**src/rtl/dram_arb_pkg.sv**
```systemverilog
// dram_arb_pkg: shared state encoding, port indices and counter sizing
// for the Tawas data RAM arbiter.
package dram_arb_pkg;

    typedef enum logic [1:0] {IDLE, LOCK_A, LOCK_B} state_t;

    localparam int PORT_A = 0;
    localparam int PORT_B = 1;

    function automatic int lock_cnt_w(input int max_lock);
        return $clog2(max_lock) + 1;
    endfunction

endpackage

```
**src/rtl/dram_arb_pick.sv**
```systemverilog
// dram_arb_pick: combinational two-way pick returning a one-hot grant
// (bit PORT_A = port A, bit PORT_B = port B).
module dram_arb_pick
    import dram_arb_pkg::*;
#(
    parameter int PRIO_MODE = 0
) (
    input  logic [1:0] i_req,
    input  logic       i_last_gnt,
    input  state_t     i_state,
    output logic [1:0] o_gnt
);

    logic w_a_first;

    // On a tie in IDLE, A wins under fixed priority or when B was served last
    assign w_a_first = (PRIO_MODE != 0) || (i_last_gnt == 1'(PORT_B));

    always_comb begin
        o_gnt = 2'b00;
        case (i_state)
            IDLE:    o_gnt = (&i_req) ? (w_a_first ? 2'b01 : 2'b10) : i_req;
            LOCK_A:  o_gnt = {1'b0, i_req[PORT_A]};
            LOCK_B:  o_gnt = {i_req[PORT_B], 1'b0};
            default: o_gnt = 2'b00;
        endcase
    end

endmodule

```
**src/rtl/dram_arb.sv**
```systemverilog
// dram_arb: two-port arbiter for the single-port Tawas data RAM with
// registered read return and a bounded bus lock for atomic RMW.
module dram_arb
    import dram_arb_pkg::*;
#(
    parameter int ADDR_W    = 32,
    parameter int PRIO_MODE = 0,
    parameter int MAX_LOCK  = 4
) (
    input  logic              clk,
    input  logic              rst_n,
    input  logic              a_req,
    input  logic              a_wr,
    input  logic              a_lock,
    input  logic [ADDR_W-1:0] a_addr,
    input  logic [3:0]        a_mask,
    input  logic [31:0]       a_wdata,
    output logic              a_gnt,
    output logic              a_rvld,
    output logic [31:0]       a_rdata,
    input  logic              b_req,
    input  logic              b_wr,
    input  logic              b_lock,
    input  logic [ADDR_W-1:0] b_addr,
    input  logic [3:0]        b_mask,
    input  logic [31:0]       b_wdata,
    output logic              b_gnt,
    output logic              b_rvld,
    output logic [31:0]       b_rdata,
    output logic              ram_cs,
    output logic              ram_wr,
    output logic [ADDR_W-1:0] ram_addr,
    output logic [3:0]        ram_mask,
    output logic [31:0]       ram_din,
    input  logic [31:0]       ram_dout
);

    localparam int CW = lock_cnt_w(MAX_LOCK);

    state_t        r_state, w_state_nx;
    logic          r_last, w_last_nx;
    logic [CW-1:0] r_cnt, w_cnt_nx;
    logic          r_a_rvld, r_b_rvld;
    logic [1:0]    w_pick, w_gnt;
    logic          w_cap;

    dram_arb_pick #(.PRIO_MODE(PRIO_MODE)) u_pick (
        .i_req      ({b_req, a_req}),
        .i_last_gnt (r_last),
        .i_state    (r_state),
        .o_gnt      (w_pick)
    );

    // Grants are held off combinationally while reset is asserted
    assign w_gnt = w_pick & {2{rst_n}};
    assign a_gnt = w_gnt[PORT_A];
    assign b_gnt = w_gnt[PORT_B];

    assign ram_cs   = |w_gnt;
    assign ram_wr   = w_gnt[PORT_B] ? b_wr    : a_wr;
    assign ram_addr = w_gnt[PORT_B] ? b_addr  : a_addr;
    assign ram_mask = w_gnt[PORT_B] ? b_mask  : a_mask;
    assign ram_din  = w_gnt[PORT_B] ? b_wdata : a_wdata;

    assign a_rvld  = r_a_rvld;
    assign b_rvld  = r_b_rvld;
    assign a_rdata = r_a_rvld ? ram_dout : '0;
    assign b_rdata = r_b_rvld ? ram_dout : '0;

    assign w_cap = (r_cnt == CW'(MAX_LOCK - 1));

    always_comb begin
        w_state_nx = r_state;
        w_cnt_nx   = r_cnt + 1'b1;
        w_last_nx  = w_gnt[PORT_B] ? 1'b1 : (w_gnt[PORT_A] ? 1'b0 : r_last);
        case (r_state)
            IDLE: begin
                w_cnt_nx = '0;
                if (a_gnt && a_lock)
                    w_state_nx = LOCK_A;
                else if (b_gnt && b_lock)
                    w_state_nx = LOCK_B;
            end
            LOCK_A: begin
                if (w_cap) begin
                    w_state_nx = IDLE;
                    w_last_nx  = 1'(PORT_A);
                end else if (a_gnt && !a_lock)
                    w_state_nx = IDLE;
            end
            LOCK_B: begin
                if (w_cap) begin
                    w_state_nx = IDLE;
                    w_last_nx  = 1'(PORT_B);
                end else if (b_gnt && !b_lock)
                    w_state_nx = IDLE;
            end
            default: w_state_nx = IDLE;
        endcase
    end

    always_ff @(posedge clk or negedge rst_n) begin
        if (!rst_n) begin
            r_state  <= IDLE;
            r_last   <= 1'(PORT_B);
            r_cnt    <= '0;
            r_a_rvld <= 1'b0;
            r_b_rvld <= 1'b0;
        end else begin
            r_state  <= w_state_nx;
            r_last   <= w_last_nx;
            r_cnt    <= w_cnt_nx;
            r_a_rvld <= a_gnt & ~a_wr;
            r_b_rvld <= b_gnt & ~b_wr;
        end
    end

endmodule

```
**config.mk**
```make
export PLATFORM = sky130hd
export DESIGN_NAME = dram_arb
export DESIGN_NICKNAME = d
export VERILOG_FILES = /design/src/rtl/dram_arb_pkg.sv /design/src/rtl/dram_arb_pick.sv /design/src/rtl/dram_arb.sv
export SDC_FILE = /design/constraint.sdc
export NUM_CORES = 1
export LEC_CHECK = 0
export ABC_AREA = 1
export CAP_MARGIN = 40
export CORE_AREA = 2 2 122 124
export CTS_CLUSTER_SIZE = 12
export DETAILED_ROUTE_END_ITERATION = 8
export DIE_AREA = 0 0 124 126
export GPL_TIMING_DRIVEN = 0
export PLACE_DENSITY_LB_ADDON = 0.25
export SKIP_CTS_REPAIR_TIMING = 1
export SLEW_MARGIN = 20
export SYNTH_ARGS = -nofsm -noshare
export SYNTH_HDL_FRONTEND = slang
export SYNTH_SLANG_ARGS = --single-unit
```
**constraint.sdc**
```tcl
create_clock -name clk -period 3.1 [get_ports clk]
set_input_delay 0.62 -clock clk [delete_from_list [all_inputs] [get_ports clk]]
set_output_delay 0.62 -clock clk [all_outputs]
set_load 0.005 [all_outputs]
```
==> implementation parameters, run 1 <==
Parameter                              Value

Setup path
  Slack of the worst reg-to-reg path    about 1600 ps
  Worst r2r dst    r_state[1]
  Endpoint kind of the worst setup timing path    output port
  Largest fanout of any net on the critical path    10
  Logic depth of the worst register-to-register path    9
  Startpoint kind of the worst setup timing path    primary input
  Critical register-to-register path startpoint    r_state[0]
  Worst EP required    between 2000 and 2500 ps
  WS Path Type    primary input to output port
  Arrival time at the worst endpoint    approximately 2400 ps

STA
  Final clock period utilization by the worst path    96.92%
  Remaining max-slew budget at the tightest pin    between 60 and 70%
  Hold Vio Cnt, Final    0
  Hold_ws    234.6 ps
  Maximum operating frequency    332.8 MHz
  Final clock skew    2.869 ps
  Worst slew pin tran    approximately 470 ps
  Min cycle time layout    approximately 3000 ps
  Final setup violating endpoints    0
  Unrepaired setup endpoints after global routing    yes
  Setup TNS Final    0 ps
  Final count of pins violating max slew    0

Final layout
  Area overhead of the layout relative to synthesis    178.6%
  Final core utilization    37.97%
  Finished layout cell area    between 5000 and 6000 um2
  Net count reported at finish    just over 900
  Count of placed standard cells in the final layout, fillers left out    slightly above 900
  Number of fill cells in the layout    roughly 1.6k
  Ratio of cells with drive above 1 in the final layout    ~3.6%
  Antenna diode count    0

Die
  Die Outline Area    15,620 um2
  Floorplan die width    between 100 and 150 um
  Area of the core    14,310 um2
  Cell Rows    44
  Floorplan die height    between 100 and 150 um
  Count of boundary I/O pins    roughly 310
  Starting utilization of the core area    between 10% and 20%

Placement
  Count of placed standard cells including taps    921
  Placement Cell Area    5314 um2
  Detailed placement HPWL    between 10,000 and 15,000 um
  Gpl congestion    slightly above 0.8
  Buffers on Ports    ~310

Job
  Max-capacitance violation count    0

Synth
  Avg Cell Area, Syn    around 4.6 um2
  Portion of the post-synthesis area used by sequential elements    between 10% and 20%
  Register bit count reported by yosys    8
  Net count after synthesis    606
  Netlist area before placement    roughly 2000 um2
  Netlist cell types    21
  Count of warnings emitted by yosys    0
  Post-synthesis cell count    about 420

GRT
  Gr ovfl total    0
  Pin count of the biggest net entering global routing    11
  Met1 track demand over resource    14.96%
  Met2 capacity usage during global routing    between 20 and 30%
  Gr usage total    between 10% and 20%
  Vias in the first global route    roughly 3.2k
  Met3 layer usage reported by global route    under 10%
  Antenna violations before repair    1
  Global-route wire length before repair    ~17,000 um
  Busiest metal layer after global routing    met2

Outcome
  Status    finished clean

Power
  Maximum vdd drop    about 0.19 mV
  Power density cells    ~380 nW/um2
  Pleak    2.989 nW

Clock tree
  Number of buffers on the longest clock path    2
  Root buffer cell    sky130_fd_sc_hd__clkbuf_16
  Clock-pin slew on the worst setup and hold paths    40 ps
  Total number of clock tree sinks    8
  TritonCTS clock tree    built
  Number of H-tree levels    1
  Number of buffers inserted during clock tree synthesis    3
  Later-pin clock latency in the skew report    approximately 230 ps

Route
  Total via count in the routed design    3,397
  Antenna Violating Nets Remaining    0
  First-pass iteration count of the detailed router    4
  Routed len/inst    13.22 um
  Initial detailed-routing violation count    between 60 and 70
  Number of design rule violations left after detail routing    0
  Routed WL    between 10,000 and 15,000 um
  Via/cell ratio    around 3.7

Min path
  Hold/Removal Path Class    primary input to async pin
## cell usage in the layout, fill, tap and decap left out, types with 5 or more instances in the layout
cell	n
sky130_fd_sc_hd__ha_1	6
sky130_fd_sc_hd__nor2_1	10
sky130_fd_sc_hd__nand2_1	283
sky130_fd_sc_hd__buf_6	6
sky130_fd_sc_hd__dlymetal6s2s_1	9
sky130_fd_sc_hd__clkdlybuf4s50_1	303
sky130_fd_sc_hd__dfrtp_1	7
sky130_fd_sc_hd__clkbuf_1	7
sky130_fd_sc_hd__inv_1	79
sky130_fd_sc_hd__nand3_1	5
## state kept, by name, summed over array words and instances (netlist names)
register,flops
r_cnt,3
a_rvld,1
r_last,1
r_state,2
b_rvld,1
## per-layer routing
| layer | part of all wire (%) | vias up |
|---|---|---|
| met5 | 0.11 | - |
| met4 | 0.25 | 2 |
| met3 | 12 | 4 |
| met2 | 53 | 186 |
| met1 | 35 | 1379 |
| li1 | - | 1826 |
## Yosys cell counts
master,instances,share of area [%]
sky130_fd_sc_hd__dfrtp_1,7,9.0
sky130_fd_sc_hd__clkbuf_1,6,1.2
sky130_fd_sc_hd__inv_1,79,15
sky130_fd_sc_hd__nand3b_1,1,0.39
sky130_fd_sc_hd__buf_6,8,4.6
sky130_fd_sc_hd__nand2_1,283,54
sky130_fd_sc_hd__nand2_8,1,1.0
sky130_fd_sc_hd__nand3_1,5,1.3
sky130_fd_sc_hd__buf_4,1,0.39
sky130_fd_sc_hd__ha_1,6,3.8
sky130_fd_sc_hd__nand2_4,1,0.58
sky130_fd_sc_hd__nor2_1,10,1.9
sky130_fd_sc_hd__nor2_4,1,0.58
sky130_fd_sc_hd__nand4_1,2,0.64
sky130_fd_sc_hd__inv_6,1,0.45
sky130_fd_sc_hd__nor2_2,2,0.64
sky130_fd_sc_hd__dfstp_2,1,1.3
sky130_fd_sc_hd__a21oi_1,1,0.26
sky130_fd_sc_hd__nand2_2,1,0.32
sky130_fd_sc_hd__a22oi_1,1,0.39
sky130_fd_sc_hd__buf_2,6,1.5
## layout make-up
cell class	count	area, um2	area share, %
inverter	80	307.8	5.663
tap	184	230.2	4.236
sequential	8	201.4	3.706
timing repair buffer	313	3151	57.97
buffer	21	172.7	3.177
multi-input combinational	315	1294	23.80
clock buffer	4	78.83	1.450
## power breakdown
part	internal [W]	total, W	switching (W)
logic	0.000936	0.00167	0.000732
registers	0.000139	0.000168	0.0000287
clock network	0.000171	0.000220	0.0000484
total	0.00125	0.00206	0.000809
## cell families after synthesis
kind of cell             after synthesis  synth area share, %
AND/OR/NAND/NOR                      307                61.83
buffers and inverters                101                23.35
flip-flops                             8                10.33
adder cells (fa/ha/maj)                6                3.849
AO/OA/AOI/OAI                          2               0.6413
## critical path, stage by stage
cell                              delay (ps)
sky130_fd_sc_hd__clkdlybuf4s50_1         480
sky130_fd_sc_hd__inv_1                    70
sky130_fd_sc_hd__nor2_4                  160
sky130_fd_sc_hd__nand2_8                 110
sky130_fd_sc_hd__inv_8                   120
sky130_fd_sc_hd__buf_8                   140
sky130_fd_sc_hd__nand2_1                  70
sky130_fd_sc_hd__nand2_1                  90
sky130_fd_sc_hd__clkdlybuf4s50_1         510
## how the worst max path moves through the flow
stage,from,end,slack [ps]
after floorplan,r_state[0],ram_din[22],1180
after global placement,rst_n,ram_din[29],-440
after detailed placement,rst_n,ram_din[29],-450
after CTS,rst_n,ram_din[29],-470
after global routing,b_req,ram_din[24],-2
final,b_req,ram_din[24],100
## through the flow
step	setup WS (ps)	total power [W]
2_1_floorplan	1184	0.0008429
3_3_place_gp	-436.9	0.001867
3_5_place_dp	-448.0	0.001864
4_1_cts	-466.3	0.002090
5_1_grt	-1.613	0.002249
6_report	95.56	0.002056
Note: power is estimated with default switching activity, not from simulation.
==> run 2: changes to the inputs <==
--- a/config.mk
+++ b/config.mk
@@ -11,8 +11,7 @@
 export CTS_CLUSTER_SIZE = 12
 export DETAILED_ROUTE_END_ITERATION = 8
 export DIE_AREA = 0 0 124 126
-export GPL_TIMING_DRIVEN = 0
-export PLACE_DENSITY_LB_ADDON = 0.25
+export PLACE_DENSITY_LB_ADDON = 0.1
 export SKIP_CTS_REPAIR_TIMING = 1
 export SLEW_MARGIN = 20
 export SYNTH_ARGS = -nofsm -noshare
==> run 2 against run 1 <==
  * Combinational power barely moved
  * Sequential power fell by 4%
  * Flip-flop and latch count did not move
  * Die area did not move
  * Worst hold slack improved by 200 ps
  * Clock skew rose by 0.66 ps
  * Global-route usage fell by 0.56 points
  * Setup slack got worse by 21 ps
  * Maximum frequency fell by 0.71%
  * Critical endpoint is now ram_addr[21]
  * Final area did not move
  * Critical path depth did not move
==> implementation parameters, run 2 (same netlist as run 1, synthesis figures left out) <==
Parameter                              Value

Outcome
  Status    finished clean (unchanged)

Final layout
  Number of flip-flops under the largest register name    3 (unchanged)
  Antenna diode count    0 (unchanged)
  Final core utilization    37.97% (unchanged)
  Number of fill cells in the layout    1,535 (was 1,599)
  Ratio of cells with drive above 1 in the final layout    3.542% (was 3.644%)
  Net count reported at finish    917 (was 924)
  Leading cell types in the layout, fill and taps excluded    sky130_fd_sc_hd__clkdlybuf4s50_1, sky130_fd_sc_hd__nand2_1, sky130_fd_sc_hd__inv_1 (unchanged)
  Largest registers in the final layout    r_cnt: 3 flops, r_state: 2 flops (unchanged)
  Register bank with the most flops    r_cnt (unchanged)
  Leading cell type in the layout, fill and taps excluded    sky130_fd_sc_hd__clkdlybuf4s50_1 (unchanged)
  Area overhead of the layout relative to synthesis    178.6% (unchanged)
  Count of placed standard cells in the final layout, fillers left out    918 (was 925)

Die
  Floorplan die height    126 um (unchanged)
  Die Outline Area    15,620 um2 (unchanged)
  Area of the core    14,310 um2 (unchanged)
  Cell Rows    44 (unchanged)
  Starting utilization of the core area    13.63% (unchanged)
  Floorplan die width    124 um (unchanged)
  Count of boundary I/O pins    314 (unchanged)

Setup path
  Slack of the worst reg-to-reg path    1520 ps (was 1580 ps)
  Startpoint kind of the worst setup timing path    primary input (unchanged)
  Logic depth of the worst register-to-register path    10 (was 9)
  Arrival time at the worst endpoint    2410 ps (was 2380 ps)
  Worst setup path end    ram_addr[21] (was ram_din[24])
  WS Path Type    primary input to output port (unchanged)
  Worst EP required    2480 ps (about the same)
  Worst r2r dst    r_state[0] (was r_state[1])
  Largest fanout of any net on the critical path    14 (was 10)
  Critical register-to-register path startpoint    r_state[0] (unchanged)
  Endpoint kind of the worst setup timing path    output port (unchanged)
  Launching element of the worst setup path    rst_n (was b_req)

Power
  Combinational share of power    81.3% (was 81.1%)
  Total net switching power    0.0007919 W (was 0.0008094 W)
  Maximum vdd drop    0.1579 mV (was 0.1904 mV)
  Internal Pwr Total    0.001256 W (was 0.001246 W)
  Sequential share of power    7.9% (was 8.2%)
  Power density cells    376.8 nW/um2 (was 378.2 nW/um2)
  Net switching fraction of the power    38.66% (was 39.37%)
  Pleak    2.966 nW (was 2.989 nW)
  Fraction of power consumed by the clock network    10.8% (was 10.7%)
  Overall power of the completed layout    0.002048 W (was 0.002056 W)

Clock tree
  Number of buffers on the longest clock path    2 (unchanged)
  TritonCTS clock tree    built (unchanged)
  Number of buffers inserted during clock tree synthesis    3 (unchanged)
  Number of H-tree levels    1 (unchanged)
  Clock-pin slew on the worst setup and hold paths    30 ps (was 40 ps)
  Root buffer cell    sky130_fd_sc_hd__clkbuf_16 (unchanged)
  Later-pin clock latency in the skew report    230 ps (about the same)
  Total number of clock tree sinks    8 (unchanged)

GRT
  Gr ovfl total    0 (unchanged)
  Global-route wire length before repair    17,020 um (was 17,370 um)
  Antenna violations before repair    0 (was 1)
  Gr usage total    13.98% (was 14.53%)
  Pin count of the biggest net entering global routing    52 (was 11)
  Vias in the first global route    3,297 (was 3,221)

STA
  Min cycle time layout    3026 ps (was 3004 ps)
  Hold Vio Cnt, Final    0 (unchanged)
  Worst slew pin tran    336.0 ps (was 467.9 ps)
  Unrepaired setup endpoints after global routing    yes (unchanged)
  Final clock period utilization by the worst path    97.61% (was 96.92%)
  Setup TNS Final    0 ps (unchanged)
  Final setup violating endpoints    0 (unchanged)
  Final count of pins violating max slew    0 (unchanged)
  Maximum operating frequency    330.5 MHz (was 332.8 MHz)
  Final clock skew    3.526 ps (was 2.869 ps)
  Remaining max-slew budget at the tightest pin    77.60% (was 68.81%)

Route
  First-pass iteration count of the detailed router    4 (unchanged)
  Antenna Violating Nets Remaining    0 (unchanged)
  Routed len/inst    13.19 um (was 13.22 um)
  Routed WL    12,110 um (was 12,230 um)
  Initial detailed-routing violation count    83 (was 63)
  Via/cell ratio    3.800 (was 3.672)
  Total via count in the routed design    3,488 (was 3,397)
  Number of design rule violations left after detail routing    0 (unchanged)

Placement
  Buffers on Ports    313 (unchanged)
  Detailed placement HPWL    10,500 um (was 10,940 um)
  Count of placed standard cells including taps    912 (was 921)
  Gpl congestion    0.8327 (was 0.8064)

Job
  Max-capacitance violation count    0 (unchanged)

Min path
  Hold/Removal Path Class    flop to flop (was primary input to async pin)
  Launch point of the worst hold path    r_cnt[0]
==> run 2: area by class of cell <==
class                   count  area, um2  area share (%)
clock buffers               4      78.83           1.450
multi-input cells         315       1296           23.85
inverters                  80      307.8           5.663
repair buffers            327       3321           61.10
flip-flops and latches      8      201.4           3.706
well taps                 184      230.2           4.236
==> run 2: worst min path at each step <==
stage	end	slack, ps	cells after the start
finish	r_cnt[0]	440	1
global route	r_cnt[0]	470	1
floorplan	a_rvld	320	0
CTS	r_cnt[0]	430	1
detailed placement	r_cnt[0]	430	1
global placement	r_cnt[0]	410	1
==> run 2: power by group through the flow <==
stage | Clock (W) | Sequential (W) | Combinational [W]
after global placement | 0 | 0.000161 | 0.00167
after floorplan | 0 | 0.000160 | 0.000682
after detailed placement | 0 | 0.000162 | 0.00168
after global routing | 0.000232 | 0.000168 | 0.00184
after CTS | 0.000226 | 0.000162 | 0.00169
final | 0.000221 | 0.000162 | 0.00167
==> run 2: per-stage QoR <==
step,hold WS [ps],setup slack [ps],cell area [um2]
3_5_place_dp,428.5,7.392,5304
3_3_place_gp,414.1,11.12,5304
5_1_grt,471.4,-18.78,5435
4_1_cts,433.7,-11.88,5383
2_1_floorplan,324.4,1184,1951
6_report,437.0,74.11,5435
==> run 2: critical path, stage by stage <==
cell	delay (ps)
sky130_fd_sc_hd__clkdlybuf4s50_1	490
sky130_fd_sc_hd__nand2_2	90
sky130_fd_sc_hd__nor2_4	180
sky130_fd_sc_hd__nand2_8	90
sky130_fd_sc_hd__inv_8	120
sky130_fd_sc_hd__clkbuf_16	180
sky130_fd_sc_hd__nand2_1	50
sky130_fd_sc_hd__nand2_1	50
sky130_fd_sc_hd__clkdlybuf4s50_1	520
==> run 2: metal layers <==
layer | global-route usage, % | vias to the layer above | part of all wire, %
li1 | - | 1809 | -
met1 | 12.05 | 1479 | 32
met2 | 29.67 | 191 | 54
met3 | 5.435 | 9 | 13
met4 | 1.785 | 0 | 0.88
met5 | 0 | - | 0
==> run 3: changes to the inputs <==
==> constraint.sdc (replaced) <==
create_clock -name clk -period 3.1 [get_ports clk]
set_input_delay 0.62 -clock clk [delete_from_list [all_inputs] [get_ports clk]]
set_output_delay 0.62 -clock clk [all_outputs]
set_load 0.05 [all_outputs]
==> run 3 against run 2 <==
  * Final area up 11%
  * Sequential share of layout area decreased by 0.38 points
  * Flip-flop and latch count is the same
  * Critical path depth unchanged
  * Combinational power rose by 92%
  * First-iteration DRC count is 35% lower
  * Clock power barely moved
==> implementation parameters, run 3 (same netlist as run 1, synthesis figures left out) <==
Parameter                              Value

Outcome
  Status    finished clean (unchanged)

Power
  Net switching fraction of the power    53.44% (was 38.66%)
  Maximum vdd drop    0.3592 mV (was 0.1579 mV)
  Power density cells    593.0 nW/um2 (was 376.8 nW/um2)
  Pleak    3.266 nW (was 2.966 nW)
  Overall power of the completed layout    0.003589 W (was 0.002048 W)
  Sequential share of power    4.5% (was 7.9%)
  Internal Pwr Total    0.001671 W (was 0.001256 W)
  Total net switching power    0.001918 W (was 0.0007919 W)
  Combinational share of power    89.3% (was 81.3%)
  Fraction of power consumed by the clock network    6.2% (was 10.8%)

Final layout
  Area overhead of the layout relative to synthesis    210.3% (was 178.6%)
  Largest registers in the final layout    r_cnt: 3 flops, r_state: 2 flops (unchanged)
  Net count reported at finish    914 (was 917)
  Ratio of cells with drive above 1 in the final layout    13.13% (was 3.542%)
  Leading cell types in the layout, fill and taps excluded    sky130_fd_sc_hd__nand2_1, sky130_fd_sc_hd__clkdlybuf4s50_1, sky130_fd_sc_hd__inv_1 (was sky130_fd_sc_hd__clkdlybuf4s50_1, sky130_fd_sc_hd__nand2_1, sky130_fd_sc_hd__inv_1)
  Antenna diode count    0 (unchanged)
  Leading cell type in the layout, fill and taps excluded    sky130_fd_sc_hd__nand2_1 (was sky130_fd_sc_hd__clkdlybuf4s50_1)
  Number of fill cells in the layout    1,462 (was 1,535)
  Number of flip-flops under the largest register name    3 (unchanged)
  Count of placed standard cells in the final layout, fillers left out    915 (was 918)
  Register bank with the most flops    r_cnt (unchanged)
  Finished layout cell area    6053 um2 (was 5435 um2)

Setup path
  Largest fanout of any net on the critical path    22 (was 14)
  Worst path slowest cell    sky130_fd_sc_hd__clkdlybuf4s50_1 (unchanged)
  Worst path cell trace    clkdlybuf4s50_1 -> nand2_1 -> nor2_4 -> nand2_8 -> inv_6 -> buf_4 -> nand2_1 -> nand2_1 -> buf_12 (was clkdlybuf4s50_1 -> nand2_2 -> nor2_4 -> nand2_8 -> inv_8 -> clkbuf_16 -> nand2_1 -> nand2_1 -> clkdlybuf4s50_1)
  Buf/Inv on CP    4 (unchanged)
  CP most frequent cell    sky130_fd_sc_hd__nand2_1
  WS Path Type    primary input to output port (unchanged)
  Arrival time at the worst endpoint    2220 ps (was 2410 ps)
  Biggest cell delay along the critical path    480 ps (was 520 ps)
  Startpoint kind of the worst setup timing path    primary input (unchanged)
  Endpoint kind of the worst setup timing path    output port (unchanged)
  CP delay by family, top    buffers and inverters (unchanged)
  Worst EP required    2480 ps (about the same)

GRT
  Global-route wire length before repair    17,670 um (was 17,020 um)
  Pin count of the biggest net entering global routing    48 (was 52)
  Gr ovfl total    0 (unchanged)
  Antenna violations before repair    0 (unchanged)
  Vias in the first global route    3,376 (was 3,297)
  Gr usage total    14.67% (was 13.98%)

Die
  Floorplan die width    124 um (unchanged)
  Floorplan die height    126 um (unchanged)
  Area of the core    14,310 um2 (unchanged)
  Cell Rows    44 (unchanged)
  Starting utilization of the core area    13.63% (unchanged)
  Die Outline Area    15,620 um2 (unchanged)
  Count of boundary I/O pins    314 (unchanged)

STA
  Maximum operating frequency    352.3 MHz (was 330.5 MHz)
  Setup TNS Final    0 ps (unchanged)
  Min cycle time layout    2838 ps (was 3026 ps)
  Remaining max-slew budget at the tightest pin    63.43% (was 77.60%)
  Final critical-path setup slack    261.5 ps (was 74.11 ps)
  Final count of pins violating max slew    0 (unchanged)
  Final clock skew    0.8037 ps (was 3.526 ps)
  Final clock period utilization by the worst path    91.56% (was 97.61%)
  Worst slew pin tran    546.8 ps (was 336.0 ps)
  Unrepaired setup endpoints after global routing    no (was yes)
  Hold Vio Cnt, Final    0 (unchanged)
  Final setup violating endpoints    0 (unchanged)

Placement
  Buffers on Ports    313 (unchanged)
  Placement Cell Area    5974 um2 (was 5304 um2)
  Count of placed standard cells including taps    911 (was 912)
  Detailed placement HPWL    11,120 um (was 10,500 um)
  Gpl congestion    0.8164 (was 0.8327)
  Setup Slack @ Placement    249.4 ps (was 7.392 ps)

Job
  Max-capacitance violation count    0 (unchanged)

Clock tree
  Number of buffers on the longest clock path    2 (unchanged)
  Number of H-tree levels    1 (unchanged)
  Later-pin clock latency in the skew report    230 ps (about the same)
  Total number of clock tree sinks    8 (unchanged)
  Clock-pin slew on the worst setup and hold paths    40 ps (was 30 ps)
  TritonCTS clock tree    built (unchanged)
  Root buffer cell    sky130_fd_sc_hd__clkbuf_16 (unchanged)
  Number of buffers inserted during clock tree synthesis    3 (unchanged)

Route
  Total via count in the routed design    3,451 (was 3,488)
  Number of design rule violations left after detail routing    0 (unchanged)
  Antenna Violating Nets Remaining    0 (unchanged)
  Initial detailed-routing violation count    54 (was 83)
  First-pass iteration count of the detailed router    4 (unchanged)
  Via/cell ratio    3.772 (was 3.800)
  Routed WL    12,500 um (was 12,110 um)
  Routed len/inst    13.66 um (was 13.19 um)

Min path
  Hold/Removal Path Class    flop to flop (unchanged)
## run 3: changes by cell type in the layout (fill, tap and decap cells not counted), sizes merged
cell and change:
buf +72, dlymetal6s2s -6, clkdlybuf4s50 -68, clkbuf -1
## run 3: through the flow
stage / hold slack [ps] / util (%)
2_1_floorplan: 324.4 / -
3_5_place_dp: 427.5 / 41.74
6_report: 427.9 / 42.29
4_1_cts: 433.0 / 42.29
3_3_place_gp: 413.4 / 41.74
5_1_grt: 447.7 / 42.29
## run 3: worst register-to-register path: stages (launching register included)
cell,delay [ps]
sky130_fd_sc_hd__dfrtp_1,410
sky130_fd_sc_hd__inv_1,100
sky130_fd_sc_hd__ha_1,340
sky130_fd_sc_hd__nand2_2,110
sky130_fd_sc_hd__nand2_4,100
sky130_fd_sc_hd__nand3_1,90
sky130_fd_sc_hd__nand3_1,120
sky130_fd_sc_hd__nand3_1,100
sky130_fd_sc_hd__nand2_1,70
sky130_fd_sc_hd__nand2_1,50
## run 3: power groups by stage
stage                     clock network, W  logic, W  registers (W)
after detailed placement                 0   0.00324       0.000163
after global placement                   0   0.00323       0.000161
final                             0.000221   0.00321       0.000162
after floorplan                          0   0.00167       0.000174
after global routing              0.000231   0.00337       0.000166
after CTS                         0.000225   0.00325       0.000163
## run 3: final cells by class
cell class	count	area, um2	share of cell area [%]
Timing Repair Buffer	324	3944	65.15
Multi-Input combinational cell	315	1294	21.37
Sequential cell	8	201.4	3.328
Tap cell	184	230.2	3.803
Inverter	80	305.3	5.043
Clock buffer	4	78.83	1.302
## run 3: final timing paths
check,from,end,slack (ps),cells after the start
max,rst_n,ram_addr[26],260,9
min,r_cnt[0],r_cnt[0],430,1
max reg2reg,r_state[0],r_state[1],1500,9
min reg2reg,r_cnt[0],r_cnt[0],430,1
max in group asynchronous,rst_n,r_last,2180,2
min in group asynchronous,rst_n,r_state[1],710,2
## run 3: layer usage
| layer | wire, um | global-route usage [%] |
|---|---|---|
| met5 | 0 | 0 |
| met4 | 75 | 1.586 |
| met3 | 1390 | 4.846 |
| met2 | 7135 | 32.09 |
| met1 | 3895 | 12.48 |
